File: config.mk
export PLATFORM = sky130hd
export DESIGN_NAME = fir_sequencer
export DESIGN_NICKNAME = d
export VERILOG_FILES = /design/src/rtl/fir_pkg.sv /design/src/rtl/edge_detect.sv /design/src/rtl/fir_sequencer.sv
export SDC_FILE = /design/constraint.sdc
export NUM_CORES = 1
export LEC_CHECK = 0
export BUFFER_PORTS_ARGS = -buffer_cell sky130_fd_sc_hd__buf_2
export CAP_MARGIN = 20
export CORE_MARGIN = 4
export CORE_UTILIZATION = 56
export DETAILED_ROUTE_END_ITERATION = 8
export GPL_TIMING_DRIVEN = 0
export HOLD_SLACK_MARGIN = 0.02
export PLACE_DENSITY = 0.89
export RECOVER_POWER = 25
export SKIP_CTS_REPAIR_TIMING = 1
export SYNTH_ARGS = -nofsm -noshare
export SYNTH_HDL_FRONTEND = slang
export SYNTH_SLANG_ARGS = --single-unit
File: constraint.sdc
create_clock -name clk -period 4.8 [get_ports clk]
set_input_delay 0.96 -clock clk [delete_from_list [all_inputs] [get_ports clk]]
set_output_delay 0.96 -clock clk [all_outputs]
set_load 0.01 [all_outputs]
File: src/rtl/fir_pkg.sv
// fir_pkg: op codes, sequencer states and register indices shared by the FIR control and datapath decode
package fir_pkg;
    localparam int NUM_TAPS = 4;

    localparam logic [2:0] OP_NOP   = 3'd0;
    localparam logic [2:0] OP_COPY  = 3'd1;
    localparam logic [2:0] OP_LOAD1 = 3'd2;
    localparam logic [2:0] OP_LOAD2 = 3'd3;
    localparam logic [2:0] OP_ADD   = 3'd4;
    localparam logic [2:0] OP_SUB   = 3'd5;
    localparam logic [2:0] OP_MUL   = 3'd6;

    // ZERO..SUB4 are contiguous so the straight-line sequence can step by +1
    typedef enum logic [4:0] {
        S_IDLE, S_STORE, S_ZERO,
        S_SORT1, S_SORT2, S_SORT3, S_SORT4,
        S_MUL1, S_ADD1, S_MUL2, S_SUB2, S_MUL3, S_ADD3, S_MUL4, S_SUB4,
        S_LOADC, S_WAITC, S_EIDLE
    } state_t;

    localparam logic [3:0] R0  = 4'd0;
    localparam logic [3:0] R1  = 4'd1;
    localparam logic [3:0] R2  = 4'd2;
    localparam logic [3:0] R3  = 4'd3;
    localparam logic [3:0] R4  = 4'd4;
    localparam logic [3:0] R5  = 4'd5;
    localparam logic [3:0] R6  = 4'd6;
    localparam logic [3:0] R7  = 4'd7;
    localparam logic [3:0] R8  = 4'd8;
    localparam logic [3:0] R9  = 4'd9;
    localparam logic [3:0] R10 = 4'd10;
endpackage

File: src/rtl/edge_detect.sv
// edge_detect: one-cycle rising-edge pulse on a level input
module edge_detect (
    input  logic clk,
    input  logic rst,
    input  logic sig,
    output logic rise
);
    logic sig_q;

    // remember last cycle's level
    always_ff @(posedge clk)
        if (rst) sig_q <= 1'b0;
        else     sig_q <= sig;

    assign rise = sig & ~sig_q;
endmodule

File: src/rtl/fir_sequencer.sv
// fir_sequencer: FIR control FSM; FIR_SEQ_OVF_CHECK_EN enables abort to EIDLE on ALU overflow
module fir_sequencer
    import fir_pkg::*;
(
    input  logic       clk,
    input  logic       rst,
    input  logic       dr,
    input  logic       lc,
    input  logic       overflow,
    output logic [2:0] op,
    output logic [3:0] src1,
    output logic [3:0] src2,
    output logic [3:0] dest,
    output logic       cnt_up,
    output logic       modwait,
    output logic       err
);
    localparam logic [1:0] IDX_LAST = 2'(NUM_TAPS - 1);

    state_t     state, state_n;
    logic [1:0] idx;
    logic       lc_rise;

    edge_detect u_lc_edge (
        .clk  (clk),
        .rst  (rst),
        .sig  (lc),
        .rise (lc_rise)
    );

`ifdef FIR_SEQ_OVF_CHECK_EN
    logic alu_state;
    assign alu_state = state inside {S_ZERO, [S_MUL1:S_SUB4]};
`else
    logic unused_overflow;
    assign unused_overflow = overflow;
`endif

    // next-state: dr beats a simultaneous lc edge in IDLE
    always_comb begin
        state_n = state;
        case (state)
            S_IDLE:  state_n = dr ? S_STORE : (lc_rise ? S_LOADC : S_IDLE);
            S_STORE: state_n = dr ? S_ZERO : S_EIDLE;
            S_SUB4:  state_n = S_IDLE;
            S_LOADC: state_n = (idx == IDX_LAST) ? S_IDLE : S_WAITC;
            S_WAITC: state_n = lc_rise ? S_LOADC : S_WAITC;
            S_EIDLE: state_n = dr ? S_STORE : S_EIDLE;
            default: state_n = state_t'(state + 5'd1);
        endcase
`ifdef FIR_SEQ_OVF_CHECK_EN
        if (overflow && alu_state) state_n = S_EIDLE;
`endif
    end

    // state, coefficient index and registered busy flag
    always_ff @(posedge clk)
        if (rst) begin
            state   <= S_IDLE;
            idx     <= 2'd0;
            modwait <= 1'b0;
        end else begin
            state   <= state_n;
            modwait <= !(state_n inside {S_IDLE, S_WAITC, S_EIDLE});
            if (state == S_LOADC) idx <= (idx == IDX_LAST) ? 2'd0 : idx + 2'd1;
        end

    // Moore decode of op and register addresses; unused addresses stay 0
    always_comb begin
        {op, src1, src2, dest} = {OP_NOP, R0, R0, R0};
        cnt_up = (state == S_ZERO);
        err    = (state == S_EIDLE);
        case (state)
            S_STORE: {op, src1, src2, dest} = {OP_LOAD1, R0, R0, R5};
            S_ZERO:  {op, src1, src2, dest} = {OP_SUB,   R0, R0, R0};
            S_SORT1: {op, src1, src2, dest} = {OP_COPY,  R2, R0, R1};
            S_SORT2: {op, src1, src2, dest} = {OP_COPY,  R3, R0, R2};
            S_SORT3: {op, src1, src2, dest} = {OP_COPY,  R4, R0, R3};
            S_SORT4: {op, src1, src2, dest} = {OP_COPY,  R5, R0, R4};
            S_MUL1:  {op, src1, src2, dest} = {OP_MUL,   R1, R6, R10};
            S_ADD1:  {op, src1, src2, dest} = {OP_ADD,   R0, R10, R0};
            S_MUL2:  {op, src1, src2, dest} = {OP_MUL,   R2, R7, R10};
            S_SUB2:  {op, src1, src2, dest} = {OP_SUB,   R0, R10, R0};
            S_MUL3:  {op, src1, src2, dest} = {OP_MUL,   R3, R8, R10};
            S_ADD3:  {op, src1, src2, dest} = {OP_ADD,   R0, R10, R0};
            S_MUL4:  {op, src1, src2, dest} = {OP_MUL,   R4, R9, R10};
            S_SUB4:  {op, src1, src2, dest} = {OP_SUB,   R0, R10, R0};
            S_LOADC: {op, src1, src2, dest} = {OP_LOAD2, R0, R0, R6 + {2'b00, idx}};
            default: ;
        endcase
    end
endmodule
# Word-level counts from Yosys, hierarchy flattened
# Cells that the tools add are included.
[totals]
regBits = 9
inputBits = 5
elab_cells = 53
out_inout_bits = 18
[classes]
muxes = 12
n_bitwise = 2
eq_ne = 20
n_reduce_logical = 12
add_sub_neg = 3
[ops]
columns = ["cell", "count"]
rows = [
  ["$eq 5x4->1 const B", 8],
  ["$pmux 5 s6", 1],
  ["$pmux 4 s7", 1],
  ["$eq 5x3->1 const B", 4],
  ["$eq 5x5->1 const B", 4],
  ["$mux 5", 4],
  ["$pmux 4 s5", 1],
  ["$pmux 3 s6", 1],
  ["$pmux 3 s5", 1],
  ["$reduce_or 4->1", 3],
  ["$eq 5x2->1 const B", 2],
  ["$logic_not 5->1", 2],
  ["$mux 4", 2],
  ["$reduce_or 2->1", 4],
  ["$add 5x1->5 const B", 1],
  ["$eq 5x1->1 const B", 1],
  ["$add 3x2->4 const A", 1],
  ["$reduce_bool 3->1", 1],
  ["$reduce_or 3->1", 1],
  ["$add 2x1->2 const B", 1],
  ["$eq 2x2->1 const B", 1],
  ["$mux 2", 1],
  ["$and 1x1->1", 1],
  ["$logic_not 1->1", 1],
  ["$not 1->1", 1],
]

# Logic depth before layout (Yosys ltp)
[logic_depth]
depth_word = 8
ltp_mapped = 10
depth_no_buf = 8

# Hierarchy
# A second synthesis with hierarchy kept.
[unflattened]
hier_cells = 121
area_unflattened_um2 = 873.3
[by_module_without_submodules]
columns = ["mod", "area_per_inst_um2", "instances", "seq_area_each_um2", "cells_each"]
rows = [
  ["fir_sequencer", 825.8, 1, 160.2, 118],
  ["edge_detect", 47.5, 1, 20.0, 3],
]

# Worst setup path before layout
# Ideal clock, no wire load.
[synth_path]
path_type = "register -> output"
start = "register state[0]"
end = "output src2[1]"
path_slack_ps = 2278
path_stages_with_launch = 8
t_arrival_ps = 1562
path_buffers = 1
required_ps = 3840
cell_sequence = "dfxtp_1 ha_1 clkbuf_1 inv_1 nor2_1 nand2_1 a21oi_1 o21bai_1"
[synth_via]
elab_chain_cells = 3
word_cells_on_any_way = 10
cone_classes = "eq/ne: 8; mux: 1; reduce/logical: 1"
[synth_rtl]
columns = ["item", "line_no", "rtl"]
rows = [
  ["start, declared", "fir_sequencer.sv:20", "state_t state, state_n;"],
  ["start signal, assigned", "fir_sequencer.sv:63", "state <= state_n;"],
  ["$eq 5x4->1", "fir_sequencer.sv:73", "case (state)"],
  ["$reduce_or 4->1 (no source line)", "n/a", ""],
  ["$pmux 4 s5 *", "fir_sequencer.sv:73", ""],
  ["end, declared", "fir_sequencer.sv:12", "output logic [3:0] src2,"],
]
# Every way passes the cells marked *; elsewhere a longest branch is shown, timed or not.

# Worst setup path after layout
[layout_path]
start = "register state[2]"
end = "output dest[2]"
[layout_via]
elab_chain_cells = 3
word_cells_on_any_way = 12
cone_classes = "eq/ne: 10; mux: 1; reduce/logical: 1"
[layout_rtl]
columns = ["item", "line_no", "rtl"]
rows = [
  ["$eq 5x4->1 or $eq 5x3->1 (tied branches)", "fir_sequencer.sv:73", ""],
  ["$reduce_or 4->1 (no source line)", "n/a", ""],
  ["$pmux 4 s7 *", "fir_sequencer.sv:73", ""],
  ["end, declared", "fir_sequencer.sv:13", "output logic [3:0] dest,"],
]
# Marked as above.

==> impl_results.md <==
- CTS tree: yes
- R2R setup slack: 2.20 ns
- RSZ-0062 raised after global routing: no
- Crit-path max FO: 10
- Final net count: 161
- Overflow after GRT: 0
- Placed cells: 161
- Pleak: 0.488 nW
- Hold Path Class: reg2reg
- Crit path DAT: 2.39 ns
- Worst-path clk slew: 0.06 ns
- Drt first-iter violations: 15
- Register area share after synthesis: 0.200
- Minimum clock period: 3.35 ns
- Total Wirelength: 2.22 mm
- Syn avg cell area: 7.14 sq um
- Post-synth ARST share: 0
- Syn-to-layout area delta: 13.9%
- Pin count of the biggest net entering global routing: 11
- Crit path required time: 3.84 ns
- Worst clock skew: 0.00502 ns
- Setup CP Type: reg2out
- Detail Placement HPWL: 1.65 mm
- Num ports: 23
- Drt drc: 0
- Clk sinks: 9
- CTS Buf Count: 3
- PwrDens: 584 nW/um^2
- DRT Pass-1 Iters: 4
- Die Wd: 48.1 microns
- Routed len/inst: 13.4 microns
- Max-cap violations: 0
- Vias: 982
- Hold Crit Depth: 2
- Hold path startpoint: idx[0]$_SDFFE_PP0N_
- Post-synthesis net count: 137
- Initial antenna violation count: 0
- Peak VDD IR: 345 uV
- Post-Syn Area: 900 sq um
- Post-synth EDFFs: 0
- CTS Buffer Depth: 2
- Post-Layout Cell Count: 165
- Clk Tree Root Cell: clkbuf_4
- Worst skew pair latency: 0.27 ns
- Ys flop type: dfxtp_1
- Hold endpoint: idx[0]$_SDFFE_PP0N_
- H-tree Lvls: 1
- Global-route wire length before repair: 3.31 mm
- Die footprint: 2310 sq um
- Reg2Reg Depth: 10
- Initial Util: 0.597
- Cell count after synthesis: 126
- # setup viols final: 0
- N_diodes: 0
- CP Capture Type: output pin
- Max-slew violations: 0
- Part of the cycle the worst path needs: 0.698
- RePlAce Congestion: 0.848
- FP Rows: 14
- Crit Reg-Reg Startpoint: state[2]$_SDFF_PP0_
- Antenna viol nets, final: 0
- Setup TNS: 0 ns
- Final hold vios: 0
- Post-synthesis register bit count: 9
- Startpoint Class: register
- Reg2reg end: modwait$_SDFF_PP0_
- Vias in the first global route: 794
- Vias per std cell: 5.95
- Core area: 1510 sq um
- Outcome: finished clean
- Syn. warnings: 0
- Share of cells above drive strength 1: 0.201
- Maximum clock rate: 299 MHz
- # port buffers: 19
- Die Ht: 48.1 microns
- Netlist cell types: 43
- All-Layer GR Usage: 0.202
sequential cells by signal, indices dropped and copies added, names as in the netlist:
name	flops
state	5
idx	2
modwait	1
u_lc_edge.sig_q	1
how the worst max path moves through the flow:
stage,start,endpoint,cells past startpoint
after floorplan,state[0]$_SDFF_PP0_,src2[1],7
after global placement,state[3]$_SDFF_PP0_,dest[2],8
after detailed placement,state[3]$_SDFF_PP0_,dest[2],8
after CTS,state[2]$_SDFF_PP0_,dest[2],8
after global routing,state[2]$_SDFF_PP0_,dest[2],8
final,state[2]$_SDFF_PP0_,dest[2],8
critical path, stage by stage (launching register included):
cell and delay, ns:
dfxtp_1 0.31, clkbuf_1 0.30, clkbuf_1 0.40, and3_1 0.23, ha_1 0.13, clkbuf_1 0.30
inv_1 0.14, o32ai_1 0.12, buf_2 0.18
per-stage QoR:
| step | util | power [mW] | hold slack (ns) | area (sq um) | setup slack (ns) |
|---|---|---|---|---|---|
| after floorplan | - | 0.430 | 0.516 | 900 | 2.28 |
| after global placement | 0.674 | 0.529 | 0.530 | 1010 | 2.04 |
| after detailed placement | 0.674 | 0.548 | 0.559 | 1010 | 1.97 |
| after CTS | 0.691 | 0.609 | 0.572 | 1040 | 1.67 |
| after global routing | 0.680 | 0.654 | 0.615 | 1020 | 1.35 |
| final | 0.680 | 0.598 | 0.567 | 1020 | 1.45 |
synth_stat cells (2+ instances only):
cell type,n,share of area
a21oi_1,10,0.056
a21o_1,3,0.025
nor2_1,17,0.071
mux2i_1,3,0.033
nand3_1,2,0.011
nand2b_1,3,0.021
buf_6,2,0.025
nor2b_1,6,0.042
nand2_1,12,0.050
o21a_1,2,0.017
o21ai_0,8,0.045
dfxtp_1,9,0.20
ha_1,6,0.083
clkbuf_1,7,0.029
and3_1,2,0.014
inv_1,7,0.029
cell families (layout without fill, tap and decap cells):
| family | count (synthesis) | after routing | share of synthesized area |
|---|---|---|---|
| AOI/OAI and AO/OA | 36 | 36 | 0.274 |
| xor gates and xnor gates | 1 | 1 | 0.00974 |
| adders and majority gates | 6 | 6 | 0.0834 |
| buffers and inverters | 19 | 42 | 0.102 |
| DFF | 9 | 9 | 0.200 |
| muxes | 3 | 3 | 0.0334 |
| other | 1 | 1 | 0.00417 |
| and+or+nand+nor | 51 | 51 | 0.293 |
per-layer routing:
metal / GRT usage / wire length [microns]
met5: 0 / 0
met4: 0.0968 / 28
met3: 0.0113 / 193
met2: 0.346 / 1060
met1: 0.253 / 931
power by group:
part           switching (mW)  internal (mW)
registers              0.0226         0.0957
clock network          0.0267         0.0320
logic                   0.254          0.167
layout make-up:
cell class	instances	area (sq um)
sequential	9	180
inverter	8	30.0
tap	16	20.0
timing repair buffer	19	93.8
multi-input combinational	98	621
buffer	11	53.8
fill	126	482
clock buffer	4	26.3
layout by cell type, fill, tap and decap left out, types with 2 or more instances in the layout:
cell type / count
buf_2: 19
nor2_1: 17
nand2_1: 12
clkbuf_1: 10
a21oi_1: 10
dfxtp_1: 9
o21ai_0: 8
inv_1: 7
nor2b_1: 6
ha_1: 6
a21o_1: 3
nand2b_1: 3
mux2i_1: 3
clkbuf_4: 3
and3_1: 2
nand3_1: 2
o21a_1: 2
No activity file was read; power rests on OpenSTA's default activity.
